**config.mk**
```make
export PLATFORM = sky130hd
export DESIGN_NAME = trap_ctrl
export DESIGN_NICKNAME = d
export VERILOG_FILES = /design/src/rtl/trap_pkg.sv /design/src/rtl/trap_prio_enc.sv /design/src/rtl/trap_ctrl.sv
export SDC_FILE = /design/constraint.sdc
export NUM_CORES = 1
export LEC_CHECK = 0
export CAP_MARGIN = 20
export CORE_UTILIZATION = 22
export DETAILED_ROUTE_END_ITERATION = 8
export GPL_TIMING_DRIVEN = 0
export PLACE_DENSITY = 0.83
export SETUP_SLACK_MARGIN = 0.2
export SLEW_MARGIN = 40
export SYNTH_ARGS = -nofsm -noshare
export SYNTH_HDL_FRONTEND = slang
export SYNTH_SLANG_ARGS = --single-unit
export TNS_END_PERCENT = 10
```
**constraint.sdc**
```tcl
create_clock -name clk -period 2.86 [get_ports clk]
set_input_delay 0.858 -clock clk [delete_from_list [all_inputs] [get_ports clk]]
set_output_delay 0.858 -clock clk [all_outputs]
set_load 0.01 [all_outputs]
```
**src/rtl/trap_pkg.sv**
```systemverilog
// Shared types and constants for the machine-mode trap initiator.
package trap_pkg;

    // Width the cause constants below are defined against.
    localparam int unsigned XLEN_DEFAULT = 32;

    typedef enum logic [2:0] {
        IDLE     = 3'd0,
        FLUSH    = 3'd1,
        REDIRECT = 3'd2,
        HANDLER  = 3'd3,
        RETURN   = 3'd4
    } trap_state_e;

    localparam int unsigned CAUSE_ECALL_M        = 11;
    localparam int unsigned CAUSE_STACK_MISMATCH = 24;
    localparam int unsigned CAUSE_M_EXT_IRQ      = 11;
    localparam int unsigned CAUSE_IRQ_BIT        = XLEN_DEFAULT - 1;

    localparam logic [1:0] MTVEC_MODE_VECTORED = 2'b01;

endpackage

```
**src/rtl/trap_prio_enc.sv**
```systemverilog
// Priority encoder: stack_mismatch > ecall > gated external interrupt.
module trap_prio_enc
    import trap_pkg::*;
#(
    parameter int unsigned XLEN = 32
) (
    input  logic            i_stack_mismatch,
    input  logic            i_ecall,
    input  logic            i_irq,
    output logic            o_take,
    output logic [XLEN-1:0] o_cause
);

    localparam logic [XLEN-1:0] IRQ_FLAG = XLEN'(1) << (XLEN - 1);

    // Select the highest-priority pending source and its mcause encoding.
    always_comb begin
        o_take  = i_stack_mismatch | i_ecall | i_irq;
        o_cause = '0;
        if (i_stack_mismatch)
            o_cause = XLEN'(CAUSE_STACK_MISMATCH);
        else if (i_ecall)
            o_cause = XLEN'(CAUSE_ECALL_M);
        else if (i_irq)
            o_cause = IRQ_FLAG | XLEN'(CAUSE_M_EXT_IRQ);
    end

endmodule

```
**src/rtl/trap_ctrl.sv**
```systemverilog
// Machine-mode trap initiator: accepts a trap at ID/EX, strobes the CSR
// file, flushes the pipeline, redirects fetch to mtvec and back to mepc
// on mret.
// Optional build macro TRAP_VECTORED_EN: vectored mtvec mode for interrupts.
module trap_ctrl
    import trap_pkg::*;
#(
    parameter int unsigned XLEN         = 32,
    parameter int unsigned FLUSH_CYCLES = 2
) (
    input  logic            clk,
    input  logic            Rst,
    input  logic            ex_valid,
    input  logic            stall,
    input  logic            ecall,
    input  logic            stack_mismatch,
    input  logic            uart_IRQ,
    input  logic            irq_en,
    input  logic            mret,
    input  logic [XLEN-1:0] ID_EX_pres_addr,
    input  logic [XLEN-1:0] mtvec,
    input  logic [XLEN-1:0] mepc,
    output logic            trigger_trap,
    output logic [XLEN-1:0] trap_cause,
    output logic            flush,
    output logic            pc_redirect,
    output logic [XLEN-1:0] redirect_addr,
    output logic            trapping,
    output logic            double_fault
);

    localparam logic [2:0] CNT_INIT = 3'(FLUSH_CYCLES - 1);

    trap_state_e     r_state;
    logic [2:0]      r_cnt;
    logic [XLEN-1:0] r_cause;
    logic            r_dfault;

    logic            w_take;
    logic [XLEN-1:0] w_cause;
    logic            w_accept;
    logic [XLEN-1:0] w_base;
    logic [XLEN-1:0] w_vec_addr;
    logic            w_unused_ok;

    trap_prio_enc #(
        .XLEN(XLEN)
    ) u_prio (
        .i_stack_mismatch(stack_mismatch),
        .i_ecall         (ecall),
        .i_irq           (uart_IRQ & irq_en),
        .o_take          (w_take),
        .o_cause         (w_cause)
    );

    // Accept only in IDLE; gated by Rst so outputs drop to 0 the moment reset asserts.
    assign w_accept = ~Rst & (r_state == IDLE) & ex_valid & ~stall & w_take;

    assign w_base = {mtvec[XLEN-1:2], 2'b00};

`ifdef TRAP_VECTORED_EN
    // 4*cause[XLEN-2:0] modulo 2^XLEN is just the low cause bits shifted by two.
    always_comb begin
        w_vec_addr = w_base;
        if (mtvec[1:0] == MTVEC_MODE_VECTORED && r_cause[XLEN-1])
            w_vec_addr = w_base + {r_cause[XLEN-3:0], 2'b00};
    end
`else
    assign w_vec_addr = w_base;
`endif

    // Inputs carried for interface compatibility but not needed by this logic.
    assign w_unused_ok = ^{ID_EX_pres_addr, mtvec[1:0], r_cause};

    // Trap sequencing FSM, flush counter, cause latch and sticky double fault.
    always_ff @(posedge clk or posedge Rst) begin
        if (Rst) begin
            r_state  <= IDLE;
            r_cnt    <= '0;
            r_cause  <= '0;
            r_dfault <= 1'b0;
        end else begin
            case (r_state)
                IDLE: begin
                    if (w_accept) begin
                        r_state <= FLUSH;
                        r_cnt   <= CNT_INIT;
                        r_cause <= w_cause;
                    end
                end
                FLUSH: begin
                    if (r_cnt == 3'd0)
                        r_state <= REDIRECT;
                    else
                        r_cnt <= r_cnt - 3'd1;
                end
                REDIRECT: r_state <= HANDLER;
                HANDLER: begin
                    if (ex_valid & (ecall | stack_mismatch))
                        r_dfault <= 1'b1;
                    if (mret & ex_valid & ~stall)
                        r_state <= RETURN;
                end
                RETURN:  r_state <= IDLE;
                default: r_state <= IDLE;
            endcase
        end
    end

    // Output decode from state plus the same-cycle trap strobe.
    always_comb begin
        trigger_trap  = w_accept;
        trap_cause    = w_accept ? w_cause : '0;
        flush         = (r_state == FLUSH) | (r_state == REDIRECT) | (r_state == RETURN);
        pc_redirect   = (r_state == REDIRECT) | (r_state == RETURN);
        trapping      = (r_state == HANDLER) | (r_state == RETURN);
        double_fault  = r_dfault;
        redirect_addr = '0;
        if (r_state == REDIRECT)
            redirect_addr = w_vec_addr;
        else if (r_state == RETURN)
            redirect_addr = mepc;
    end

endmodule

```
==> After elaboration in Yosys (flattened, before gate mapping) <==
Index checks and enable logic that the tools add are counted.
{ "classes": {"n_bitwise": 16, "eq_ne": 8, "reduce_logical": 6, "mux": 12, "add_sub_neg": 1} }
{ "ops": {"columns": ["operator", "count"], "rows": [
  ["$mux 32", 6],
  ["$mux 3", 4],
  ["$pmux 3 s4", 1],
  ["$and 1x1->1", 8],
  ["$ne 2x2->1 const B", 4],
  ["$eq 3x2->1 const B", 2],
  ["$logic_not 3->1", 2],
  ["$or 1x1->1", 6],
  ["$pmux 3 s2", 1],
  ["$reduce_and 3->1", 2],
  ["$eq 3x1->1 const B", 1],
  ["$eq 3x3->1 const B", 1],
  ["$sub 3x1->3 const B", 1],
  ["$not 1->1", 2],
  ["$reduce_and 2->1", 1],
  ["$reduce_bool 2->1", 1]
]} }
{ "totals": {"out_inout_bits": 69, "input_bits": 105, "ff_bits": 7, "word_cells": 46} }

==> Longest topological paths before layout <==
Gate-level depths: netlist of the first run.
{ "depth": {"ltp_word": 7, "ltp_mapped": 6, "depth_no_buf": 6} }

==> Modules after synthesis <==
Synthesis of the first run repeated with hierarchy kept, for this count alone.
{ "hier_totals": {"cells_unflattened": 157, "hier_area_um2": 1290.0} }
{ "modules_own_cells": {"columns": ["mod", "n_inst", "seq_area_each_um2", "cells_each", "area_each_um2"], "rows": [
  ["trap_ctrl", 1, 175.2, 123, 1038.5],
  ["trap_prio_enc", 1, 0.0, 34, 251.5]
]} }

==> Worst setup path after synthesis of the first run <==
No wires, ideal clock.
{ "synth_path": {"kind": "input to output", "start": "in stall", "end": "out trap_cause[1]", "path_stages": 4, "arrival_ps": 1938, "setup_slack_ps": 64, "required_ps": 2002, "path_buffers": 1, "path_cell_list": "nand2b_1 > or3_1 > nor3_1 > buf_4"} }
{ "synth_via": {"elab_chain_cells": 4} }
{ "synth_rtl": {"columns": ["element", "line_no", "rtl"], "rows": [
  ["start, declared", "trap_ctrl.sv:14", "input logic stall,"],
  ["$not 1->1", "trap_ctrl.sv:57", "assign w_accept = ~Rst & (r_state == IDLE) & ex_valid & ~stall & w_take;"],
  ["$and 1x1->1 (2 in a row)", "trap_ctrl.sv:57", null],
  ["$mux 32", "trap_ctrl.sv:113", "trap_cause = w_accept ? w_cause : '0;"],
  ["end, declared", "trap_ctrl.sv:24", "output logic [XLEN-1:0] trap_cause,"]
]} }
No other way between the ends.

==> Worst setup path after layout of the first run <==
Ends and elaborated chain as after synthesis.

==> flow_summary.yaml, run 1 <==
run_status:
  outcome: "finished with violations"
  violations: "design-rule violations"
timing:
  final-hold-violation-count: 0
  finalCritPeriodShare_pct: 94.1
  setup_viol: 0
  setup_slack_ns: 0.169
  rsz0062_at_grt: "true"
  drv_slew: 0
  fin_skew_ns: 0.00206
  layout_min_cycle_time_ns: 2.69
  whs_ns: 0.469
  fmax_ghz: 0.372
pwr:
  ir_worst_vdd_mv: 0.182
  power.leakage_nw: 1.27
  pwr-share-clk_pct: 12.6
  power_per_cell_area_mw_per_mm2: 446
  intPower_mw: 0.680
  comb_power_share_pct: 73.1
  swShare_pct: 37.7
  p_sw_mw: 0.411
  pwr-share-seq_pct: 14.3
place:
  place_hpwl_mm: 3.22
  portBuffers: 112
  place_congestion: 0.763
  place_inst: 316
  dp_slack_ns: -0.736
yosys:
  synth_top_cell_area_share_pct: 25.5
  ys_seq_area_share_pct: 17.0
  synth-seq-cells: 7
  ys_types: 33
  avgSynthCellArea_um2: 8.19
  yosys.area.top_type: "a22o_1"
  yosysWarnings: 0
  synth_cells: 126
  synth_area_mm2: 0.00103
  synth_area_leaders: "a22o_1 25%, buf_4 20%, dfrtp_1 17%"
layout:
  num-nets-final: 383
  final_core_util_pct: 55.0
  seqCellArea_um2: 175
  stdcell_count: 327
  diodes: 0
  multi_input_area_um2: 737
  n_fill_cell: 403
  drive_gt1_share_pct: 26.2
  synthToLayoutAreaGrowth_pct: 137
clock_network:
  path_clk_slew_ns: 0.04
  cts_hold_buf: 0
  cts_inserted_buffers: 3
  root_buffer: "clkbuf_8"
  cts_tree: "done"
  worstSkewPairLatency_ns: 0.22
  h-tree-depth: 1
  clock_sinks: 7
  cts.path.max_buffers: 2
worst_hold_path:
  hold_start: "r_cnt[0]"
  min_path_cells: 1
  hp-class: "flop to flop"
  whs_endpoint: "r_cnt[0]"
floorplan:
  die_h_um: 70.5
  start_util_pct: 23.2
  die_area_mm2: 0.00497
  boundaryPins: 174
  core_mm2: 0.00444
  fp.dieW_um: 70.5
  rows: 24
setup_path:
  critPathMaxStageDelay_ns: 0.40
  rr_worst_depth: 7
  r2r_slack_ns: 1.10
  worstSetupStartpointType: "input port"
  critPathArrivalTime_ns: 1.83
  worst_path_max_delay_cell: "or3_4"
  crit_chain: "buf_2 > nand2b_4 > or3_4 > nor3_4 > buf_4 > buf_6"
  r2r_end: "r_cnt[2]"
  rr_startpoint: "r_state[0]"
  worstSetupPathDepth: 6
  worst-path-buf-inv: 3
  critical_path.max_fanout: 3
  crit_type: "input port to primary output"
  crit_path_end_kind: "primary output"
  worstPathRequired_ns: 2.00
  cp_top_family: "simple AND/OR/NAND/NOR gates"
global_route:
  grt_usage_pct: 16.0
  grt_pass1_vias: 1456
  grt_max_degree: 11
  grt_first_pass_wirelength_mm: 6.41
  antenna_found_initial: 0
  grt.overflow.total: 0
drt:
  finalWirelength_mm: 3.91
  antenna_left: 0
  drt-initial-drc-count: 49
  vias: 1414
  routed_via_density: 4.32
  wl_per_cell_um: 12.0
  drcViolationCount: 12
  first_pass_iters: 5
run:
  maxCapViolCount: 0
==> cell usage after synthesis (all sizes together) <==
cell type,n
a2111oi,2
a211oi,1
a21oi,3
a22o,30
and2,2
and3,2
buf,30
clkbuf,7
conb,1
dfrtp,7
ha,2
inv,6
mux2i,1
nand2,5
nand2b,3
nand3b,2
nor2,4
nor3,3
nor3b,2
nor4,1
o21ai,3
o21bai,2
o22ai,1
o31ai,1
or2,1
or3,3
xnor2,1
==> cells by family (layout without fill, tap and decap cells) <==
group                      after synthesis  count (layout)  synth area share, %
xor gates and xnor gates                 1               1                0.849
and+or+nand+nor                         28              28                 15.9
DFF                                      7               7                 17.0
muxes                                    1               1                0.970
other                                    1              27                0.363
AOI/OAI and AO/OA                       43              43                 35.9
adders and majority gates                2               2                 2.42
buffers and inverters                   43             166                 26.7
==> registers in the layout (all words and copies together) (netlist names) <==
| name | cells |
|---|---|
| r_cnt | 3 |
| r_state | 3 |
| double_fault | 1 |
==> worst max-delay path by stage <==
stage / from / end / slack (ns)
6_report: stall / trap_cause[1] / 0.17
5_1_grt: r_state[0] / trap_cause[1] / 0.12
4_1_cts: r_state[0] / trap_cause[1] / 0.17
3_5_place_dp: ex_valid / trap_cause[1] / -0.74
3_3_place_gp: ex_valid / trap_cause[1] / -0.69
2_1_floorplan: stall / trap_cause[1] / 0.18
==> routing by layer <==
layer / vias to the layer above / track usage, % / part of all wire, % / routed length [um]
met5: - / 0 / 0 / 0
met4: 0 / 5.44 / 0.77 / 30
met3: 2 / 3.32 / 8.7 / 340
met2: 71 / 30.0 / 53 / 2060
met1: 637 / 17.8 / 38 / 1480
li1: 704 / - / - / -
==> cell type report <==
| cell class | instances | share of cell area, % |
|---|---|---|
| flip-flops and latches | 7 | 7.17 |
| clock buffers | 4 | 1.84 |
| well taps | 52 | 2.66 |
| inverters | 6 | 0.922 |
| multi-input cells | 102 | 30.2 |
| repair buffers | 119 | 45.0 |
| plain buffers | 37 | 12.3 |
==> metrics by stage <==
| stage | total power, mW | area [um^2] | TNS, ns |
|---|---|---|---|
| 2_1_floorplan | 0.579 | 1130 | 0 |
| 5_1_grt | 1.19 | 2440 | 0 |
| 4_1_cts | 1.10 | 2440 | 0 |
| 3_3_place_gp | 0.915 | 2320 | -8.88 |
| 6_report | 1.09 | 2440 | 0 |
| 3_5_place_dp | 0.930 | 2320 | -8.43 |
==> power by group through the flow <==
stage / Sequential [mW] / Clock (mW) / Combinational (mW)
6_report: 0.156 / 0.138 / 0.797
5_1_grt: 0.161 / 0.146 / 0.880
4_1_cts: 0.155 / 0.141 / 0.800
3_5_place_dp: 0.156 / 0 / 0.774
3_3_place_gp: 0.155 / 0 / 0.761
2_1_floorplan: 0.155 / 0 / 0.424
==> layout by cell type (no fill, tap or decap), types with 4 or more instances in the layout <==
master / Yosys / routed
buf_4: 28 / 34
clkbuf_4: 0 / 6
inv_1: 6 / 6
conb_1: 1 / 27
dfrtp_1: 7 / 7
nand2_1: 5 / 4
dlygate4sd2_1: 0 / 35
clkbuf_8: 0 / 6
buf_2: 1 / 7
a22o_1: 30 / 30
clkdlybuf4s50_1: 0 / 66
==> what timing repair did <==
item | CTS | global route
gates resized for setup | 105 | 1
buffers inserted | 5 | 0
pin swaps | 7 | 1
cloned | 2 | 0
endpoints found under the setup margin | 39 | 19
Note: power is estimated with default switching activity, not from simulation.
==> inputs of run 2 (changes only) <==
- CORE_MARGIN: not set -> 1
- CORE_UTILIZATION: 22 -> 23
- PLACE_DENSITY: 0.83 -> 0.86
- clock period: 2.86 -> 3.1 ns (I/O delays scaled with it)
==> run 2 against run 1 <==
  * The run now ends clean
  * Combinational power fell by 7.4%
  * Utilization grew 3.5 points
  * Clock-buffer cell count stayed put
  * Sequential power is 6% lower
  * Largest cell class unchanged
  * Critical path type unchanged
  * Final cell count is 2.1% lower
  * Routed wire length fell by 1.2%
  * Design area shrank 0.82%
  * Critical path depth down 3
  * Die area down 4.2%
  * First-iteration DRC count is 37% lower
==> flow_summary.yaml, run 2 (synthesis results as in run 1) <==
pwr:
  pwr-share-clk_pct: 12.6
  swShare_pct: 37.2
  pwr-share-seq_pct: 14.4
  ir_worst_vdd_mv: 0.182
  finalPower_mw: 1.01
  power_per_cell_area_mw_per_mm2: 418
  intPower_mw: 0.636
  power.leakage_nw: 1.16
  p_sw_mw: 0.376
  comb_power_share_pct: 72.9
floorplan:
  die_h_um: 69.0
  boundaryPins: 174
  start_util_pct: 24.9
  rows: 23
  core_mm2: 0.00414
  die_area_mm2: 0.00476
  fp.dieW_um: 69.0
global_route:
  grt_use_met3_pct: 2.63
  use_met2_pct: 25.6
  met1_usage_pct: 15.9
  grt_pass1_vias: 1172
  grt.overflow.total: 0
  antenna_found_initial: 0
  grt.busiest_layer: "met2"
  grt_usage_pct: 14.1
  grt_first_pass_wirelength_mm: 4.95
  grt_max_degree: 11
drt:
  drt-initial-drc-count: 31
  drcViolationCount: 0
  routed_via_density: 4.31
  antenna_left: 0
  finalWirelength_mm: 3.86
  wl_per_cell_um: 12.1
  vias: 1378
  first_pass_iters: 4
layout:
  drive_gt1_share_pct: 22.2
  final_common_cell: "clkdlybuf4s50_1"
  final_cell_mix: "95 x clkdlybuf4s50_1, 30 x a22o_1, 30 x buf_4"
  diodes: 0
  synthToLayoutAreaGrowth_pct: 135
  num-nets-final: 378
timing:
  final-hold-violation-count: 0
  setup_viol: 0
  fmax_ghz: 0.332
  rsz0062_at_grt: "true"
  fin_skew_ns: 0.00131
  finalCritPeriodShare_pct: 97.0
  drv_slew: 0
  whs_ns: 0.474
  layout_min_cycle_time_ns: 3.01
setup_path:
  crit_type: "input port to primary output"
  worstPathRequired_ns: 2.17
  worstSetupStartpointType: "input port"
  critPathArrivalTime_ns: 2.08
  crit_path_end_kind: "primary output"
  critical_path.max_fanout: 1
clock_network:
  cts_inserted_buffers: 3
  cts_tree: "done"
  h-tree-depth: 1
  clock_sinks: 7
  root_buffer: "clkbuf_8"
  cts_hold_buf: 0
  path_clk_slew_ns: 0.04
  cts.path.max_buffers: 2
  worstSkewPairLatency_ns: 0.22
run:
  maxCapViolCount: 0
place:
  portBuffers: 112
  place_congestion: 0.710
worst_hold_path:
  hp-class: "flop to flop"
run_status:
  outcome: "completed"
-- run 2: final cells by class --
cell class | instances | area (um^2)
Fill cell | 375 | 1720
Timing Repair Buffer | 114 | 1120
Multi-Input combinational cell | 102 | 727
Buffer | 37 | 274
Sequential cell | 7 | 175
Tap cell | 50 | 62.6
Clock buffer | 4 | 45.0
Inverter | 6 | 22.5
-- run 2: critical path, cell delays in order --
cell and delay (ns):
clkdlybuf4s50_1 0.46, a22o_1 0.15, clkdlybuf4s50_1 0.55
-- run 2: path summary, 6_finish.rpt --
kind / start / cells past startpoint / slack [ns] / to
setup / recovery: mepc[12] / 3 / 0.09 / redirect_addr[12]
min in group asynchronous: Rst / 2 / 0.84 / r_state[1]
max in group asynchronous: Rst / 2 / 2.06 / r_cnt[1]
setup reg to reg: r_state[1] / 6 / 1.27 / r_state[0]
hold reg to reg: double_fault / 1 / 0.47 / double_fault
hold / removal: double_fault / 1 / 0.47 / double_fault
-- run 2: repair_timing --
action,in CTS,in global routing
setup endpoints to repair,38,36
gates resized for setup,51,11
setup buffers,2,0
pin swaps,5,0
-- run 2: per-layer routing --
layer  up-vias  share of wire, %  wire (um)
li1        695                 -          -
met1       608                36       1390
met2        73                55       2140
met3         2               7.8        303
met4         0              0.70         27
met5         -                 0          0
-- run 2: power by group through the flow --
stage	clock network (mW)	registers (mW)	logic [mW]
CTS	0.132	0.146	0.724
finish	0.128	0.146	0.738
detailed placement	0	0.145	0.714
global route	0.136	0.150	0.805
global placement	0	0.144	0.697
floorplan	0	0.143	0.391
-- run 2: per-stage QoR --
stage / cell area, um^2 / utilization [%] / setup TNS, ns / worst slack (ns) / std cells
after global routing: 2420 / 58.5 / 0 / 0.0583 / 320
final: 2420 / 58.5 / 0 / 0.0923 / 320
after global placement: 2320 / 55.9 / -3.01 / -0.597 / 314
after detailed placement: 2320 / 55.9 / -3.13 / -0.610 / 314
after CTS: 2400 / 57.9 / 0 / 0.0851 / 320
after floorplan: 1130 / - / 0 / 0.274 / 152
